`config.mk`:
```
export PLATFORM = sky130hd
export DESIGN_NAME = sword_attack_ctrl
export DESIGN_NICKNAME = d
export VERILOG_FILES = /design/src/rtl/sword_attack_ctrl.sv
export SDC_FILE = /design/constraint.sdc
export NUM_CORES = 1
export LEC_CHECK = 0
export BUFFER_PORTS_ARGS = -buffer_cell sky130_fd_sc_hd__buf_2
export CELL_PAD_IN_SITES_DETAIL_PLACEMENT = 0
export CELL_PAD_IN_SITES_GLOBAL_PLACEMENT = 1
export CORE_ASPECT_RATIO = 0.8
export CORE_MARGIN = 8
export CORE_UTILIZATION = 45
export DETAILED_ROUTE_END_ITERATION = 10
export GPL_TIMING_DRIVEN = 1
export PLACE_DENSITY_LB_ADDON = 0.12
export RECOVER_POWER = 50
export SLEW_MARGIN = 20
export SYNTH_ARGS = -nofsm -noshare
export SYNTH_HDL_FRONTEND = slang
export SYNTH_SLANG_ARGS = --single-unit
```
`constraint.sdc`:
```
create_clock -name clk -period 20 [get_ports clk]
set_input_delay 4 -clock clk [delete_from_list [all_inputs] [get_ports clk]]
set_output_delay 4 -clock clk [all_outputs]
set_load 0.02 [all_outputs]
```
`src/rtl/sword_attack_ctrl.sv`:
```
// Player sword attack controller: WINDUP/ACTIVE/RECOVER swing timed in game ticks,
// a zero-latency raster hitbox, and a one-hit-per-swing overlap detector.
module sword_attack_ctrl #(
    parameter int unsigned WINDUP_TICKS  = 4,
    parameter int unsigned ACTIVE_TICKS  = 12,
    parameter int unsigned RECOVER_TICKS = 8,
    parameter int unsigned SWORD_LEN     = 24,
    parameter int unsigned SWORD_H       = 8,
    parameter int unsigned SWORD_YOFS    = 12
) (
    input  logic        clk,
    input  logic        rst,
    input  logic        tick,
    input  logic        attack_btn,
    input  logic [31:0] player_realposX,
    input  logic [31:0] player_realposY,
    input  logic        facing_left,
    input  logic [31:0] CounterX,
    input  logic [31:0] CounterY,
    input  logic        mob_pixel,
    output logic        SwordBox,
    output logic        attack_active,
    output logic [1:0]  attack_state,
    output logic        hit_pulse,
    output logic [7:0]  hit_count
);

    localparam logic [1:0] ST_IDLE    = 2'd0;
    localparam logic [1:0] ST_WINDUP  = 2'd1;
    localparam logic [1:0] ST_ACTIVE  = 2'd2;
    localparam logic [1:0] ST_RECOVER = 2'd3;

    localparam int unsigned MAX_WA = (WINDUP_TICKS > ACTIVE_TICKS) ? WINDUP_TICKS : ACTIVE_TICKS;
    localparam int unsigned MAX_T  = (MAX_WA > RECOVER_TICKS) ? MAX_WA : RECOVER_TICKS;
    localparam int unsigned CNT_W  = (MAX_T > 1) ? $clog2(MAX_T) : 1;

    localparam logic [CNT_W-1:0] WINDUP_LAST  = CNT_W'(WINDUP_TICKS - 1);
    localparam logic [CNT_W-1:0] ACTIVE_LAST  = CNT_W'(ACTIVE_TICKS - 1);
    localparam logic [CNT_W-1:0] RECOVER_LAST = CNT_W'(RECOVER_TICKS - 1);

    logic [1:0]       state_q, state_d;
    logic [CNT_W-1:0] cnt_q, cnt_d;
    logic             btn_q;
    logic             hit_done_q, hit_done_d;
    logic             hit_pulse_q, hit_pulse_d;
    logic [7:0]       hit_count_q, hit_count_d;
    logic             active_q, active_d;

    logic        press;
    logic [31:0] xlo, xhi, ylo, yhi;
    logic        overlap;

    assign press = attack_btn & ~btn_q;

    // Sword rectangle from live player position; underflowing edges clamp to 0.
    always_comb begin
        yhi = player_realposY - 32'(SWORD_YOFS);
        if (player_realposY < 32'(SWORD_YOFS + SWORD_H)) begin
            ylo = 32'd0;
        end else begin
            ylo = player_realposY - 32'(SWORD_YOFS + SWORD_H);
        end
        if (facing_left) begin
            xhi = player_realposX;
            xlo = (player_realposX < 32'(SWORD_LEN)) ? 32'd0 : player_realposX - 32'(SWORD_LEN);
        end else begin
            xlo = player_realposX + 32'd32;
            xhi = player_realposX + 32'd32 + 32'(SWORD_LEN);
        end
    end

    assign SwordBox = (state_q == ST_ACTIVE) &&
                      (CounterX >= xlo) && (CounterX < xhi) &&
                      (CounterY >= ylo) && (CounterY < yhi);
    assign overlap  = SwordBox & mob_pixel;

    // Next-state, tick counting and hit bookkeeping.
    always_comb begin
        state_d     = state_q;
        cnt_d       = cnt_q;
        hit_done_d  = hit_done_q;
        hit_pulse_d = 1'b0;
        hit_count_d = hit_count_q;

        case (state_q)
            ST_IDLE: begin
                if (press) begin
                    state_d    = ST_WINDUP;
                    cnt_d      = '0;
                    hit_done_d = 1'b0;
                end
            end
            ST_WINDUP: begin
                if (tick) begin
                    if (cnt_q == WINDUP_LAST) begin
                        state_d = ST_ACTIVE;
                        cnt_d   = '0;
                    end else begin
                        cnt_d = cnt_q + CNT_W'(1);
                    end
                end
            end
            ST_ACTIVE: begin
                if (tick) begin
                    if (cnt_q == ACTIVE_LAST) begin
                        state_d = ST_RECOVER;
                        cnt_d   = '0;
                    end else begin
                        cnt_d = cnt_q + CNT_W'(1);
                    end
                end
            end
            default: begin
                if (tick) begin
                    if (cnt_q == RECOVER_LAST) begin
                        state_d = ST_IDLE;
                        cnt_d   = '0;
                    end else begin
                        cnt_d = cnt_q + CNT_W'(1);
                    end
                end
            end
        endcase

        if (overlap && !hit_done_q) begin
            hit_pulse_d = 1'b1;
            hit_done_d  = 1'b1;
            if (hit_count_q != 8'hFF) begin
                hit_count_d = hit_count_q + 8'd1;
            end
        end

        active_d = (state_d != ST_IDLE);
    end

    always_ff @(posedge clk) begin
        if (rst) begin
            state_q     <= ST_IDLE;
            cnt_q       <= '0;
            btn_q       <= 1'b0;
            hit_done_q  <= 1'b0;
            hit_pulse_q <= 1'b0;
            hit_count_q <= 8'd0;
            active_q    <= 1'b0;
        end else begin
            state_q     <= state_d;
            cnt_q       <= cnt_d;
            btn_q       <= attack_btn;
            hit_done_q  <= hit_done_d;
            hit_pulse_q <= hit_pulse_d;
            hit_count_q <= hit_count_d;
            active_q    <= active_d;
        end
    end

    assign attack_state  = state_q;
    assign attack_active = active_q;
    assign hit_pulse     = hit_pulse_q;
    assign hit_count     = hit_count_q;

endmodule

```
==> flow_metrics.tcl <==
set metrics [dict create \
    switching_share_pct 43.1 \
    antenna_found_initial 4 \
    setup.worst_path.start "player_realposX[5]" \
    critPathMaxFanout 13 \
    routed_wl_microns 23900 \
    reg2reg_depth 8 \
    drt_iter0_drc 683 \
    io_buffer_count 146 \
    start_util_pct 45.9 \
    drive_gt1_share_pct 14.7 \
    ir_drop_mv 0.0302 \
    final_area_sq_mm 0.00840 \
    ys_async_sr_fraction_pct 0 \
    drv_slew 0 \
    cts_buffers 3 \
    p_sw_mw 0.0912 \
    synth-edff-count 0 \
    yosysTopAreaCellShare_pct 22.5 \
    placedCellCount 1405 \
    routed_via_density 5.85 \
    syn_avg_cell_area_sq_um 6.91 \
    clock_sinks 18 \
    min_path_type "flop to flop" \
    synth.ff_latch_count 18 \
    intPower_mw 0.120 \
    grt_max_degree 103 \
    placed_cell_area_sq_mm 0.00832 \
    drtPass1Iterations 5 \
    leakage_nw 3.53 \
    synth_area_leaders "ha_1 (22%), nand2_1 (6.7%), a21oi_1 (6.3%)" \
    crit_slowest_cell "nor4b_1" \
    core_area_sq_mm 0.0165 \
    crit_path_start_kind "input pin" \
    drc 0 \
    syn_to_final_growth_pct 11.0 \
    synth_seq_area_share_pct 4.76 \
    path_class "input pin to primary output" \
    synth-main-ff-cell "dfxtp_1" \
    worst_slew_pin_slew_ns 0.916 \
    clock_power_share_pct 20.5 \
    synth.yosys.warnings 0 \
    min_from "hit_done_q" \
    relSlewSlack_pct 38.9 \
    cts_tree "built" \
    vias 8249 \
    rr_startpoint "attack_state[1]" \
    antenna_left 0 \
    synth_common_cells "ha_1 (136), nand2_1 (136), nor2_1 (97)" \
    seqPwrFrac_pct 17.6 \
    die-area_sq_mm 0.0213 \
    path_depth 18 \
    overflow 0 \
    period_share_pct 66.3 \
    fin_setup_tns_ns 0 \
    stdcell_count 1409 \
    chipWidth_microns 161 \
    synth_cells 1095 \
    cts_hold_buf 0 \
    post-route-min-period_ns 13.26 \
    clock_latency_ns 0.24 \
    final_nets 1460 \
    post_drt_wl_per_cell_microns 17.0 \
    hold_violations 0 \
    power.density_mw_per_mm2 25.1 \
    die_h_microns 132 \
    postCtsSetupRepairBufs 0 \
    cts-resized-gates 0 \
    cp_top_family "simple AND/OR/NAND/NOR gates" \
    rows 42 \
    synth_area_sq_mm 0.00757 \
    clock_tree.buffer_depth 2 \
    crit_chain "buf_2 > ha_1 > nand4_4 > a2111oi_0 > a311oi_1 > a2111oi_2 > nand3_1 > or2_1 > o41ai_2 > xnor2_1 > ha_1 > nand4_1 > nor4_1 > nor4b_1 > or3_1 > or4_4 > inv_1 > buf_2" \
    grt_pass1_wl_microns 39400 \
    crit_arrival_ns 9.26 \
    cts_root_buf "clkbuf_16" \
    yosysUniqueCellTypes 85 \
    antennaDiodeCount 0 \
    max_clock_freq_mhz 75.4 \
    end_kind "primary output" \
    synth.net_count 1365 \
    pin_count 147 \
    htree_levels 1 \
    clk_pin_slew_ns 0.05 \
    p_comb_share_pct 61.9 \
    cp.required_ns 16.00 \
    post-dp-hpwl_microns 20200 \
    rsz0062_at_grt "no" \
    grt_usage_pct 21.7 \
    worst_hold_slack_ns 0.452 \
    gp_congestion 0.882 \
    path_buf_inv 3 \
    grt_pass1_vias 7655 \
    whs_path_depth 2 \
    slowest_delay_ns 0.63 \
    setup_viol 0 \
    yosysTopAreaCell "ha_1" \
    finalClockSkew_ns 0.00137 \
    status "finished, final reports clean" \
    max-cap-violations 0 \
]
==> state kept, by name, indices dropped and copies added, names as in the netlist <==
name,flops
hit_pulse,1
attack_active,1
btn_q,1
cnt_q,4
attack_state,2
hit_count,8
hit_done_q,1
==> final cells by class <==
cell class	instances	area, sq um
fill	1750	8100
multi-input combinational	987	6820
timing repair buffer	149	743
sequential	18	360
tap	220	275
inverter	31	116
clock buffer	4	88.8
==> cells by family (layout without fill, tap and decap cells) <==
kind of cell               count (synthesis)  after routing  share of synthesized area, %
adders and majority gates                136            136                          22.5
AOI/OAI and AO/OA                        285            285                          24.1
xor gates and xnor gates                  91             91                          10.5
buffers and inverters                     90            184                          5.17
and+or+nand+nor                          469            469                          32.1
muxes                                      6              6                         0.843
DFF                                       18             18                          4.76
==> power groups by stage <==
stage                     clock network [mW]  registers, mW  logic [mW]
after floorplan                            0         0.0379      0.0875
after global placement                     0         0.0379       0.129
after detailed placement                   0         0.0379       0.130
after CTS                             0.0443         0.0372       0.131
after global routing                  0.0464         0.0373       0.149
final                                 0.0432         0.0372       0.131
==> worst paths after layout <==
check | slack [ns] | to
worst min register to register | 0.45 | hit_done_q
worst max register to register | 17.18 | hit_count[4]
worst max-delay path | 6.74 | SwordBox
worst min-delay path | 0.45 | hit_done_q
==> stage by stage <==
step | setup WS (ns) | total power, mW | util [%]
5_1_grt | 6.22 | 0.233 | 50.9
6_report | 6.74 | 0.211 | 50.9
2_1_floorplan | 7.99 | 0.125 | -
3_5_place_dp | 6.79 | 0.168 | 50.4
4_1_cts | 6.80 | 0.212 | 51.0
3_3_place_gp | 6.93 | 0.167 | 50.4
==> worst reg2reg max path: cells and delay by family, from the launching register on <==
family / cells / cell delay, ns
AND/OR/NAND/NOR: 3 / 1.36
AO/OA/AOI/OAI: 5 / 0.83
flip-flops: 1 / 0.50
==> layer usage <==
metal | share of wire [%] | vias up | routed length, microns | track usage (%)
li1 | - | 4260 | - | -
met1 | 51 | 3668 | 12200 | 32.8
met2 | 41 | 292 | 9700 | 32.5
met3 | 7.9 | 21 | 1880 | 3.50
met4 | 0.51 | 8 | 121 | 1.39
met5 | 0.19 | - | 45 | 0
==> placed cells by master (no fill, tap or decap), types with 5 or more instances in the layout <==
cell	count
xnor2_1	52
a21o_1	13
o41ai_1	5
and2_1	6
nand4_1	18
nor3b_1	7
nor4_1	19
or2_1	5
nand2_1	136
and4_1	6
or3_1	19
or4_1	13
and3_1	8
nor2_1	97
a21oi_1	96
buf_2	138
ha_1	136
inv_1	30
a211oi_1	8
clkbuf_1	8
o211ai_1	6
a2111oi_0	5
nor2b_1	17
nand3b_1	5
o21ai_0	52
o221ai_1	6
dfxtp_1	18
nand3_1	36
a31oi_1	13
or2_2	6
nor3_1	40
o22ai_1	5
o31ai_1	5
o21ai_1	15
nand2b_1	10
xor2_1	39
No activity file was read; power rests on OpenSTA's default activity.
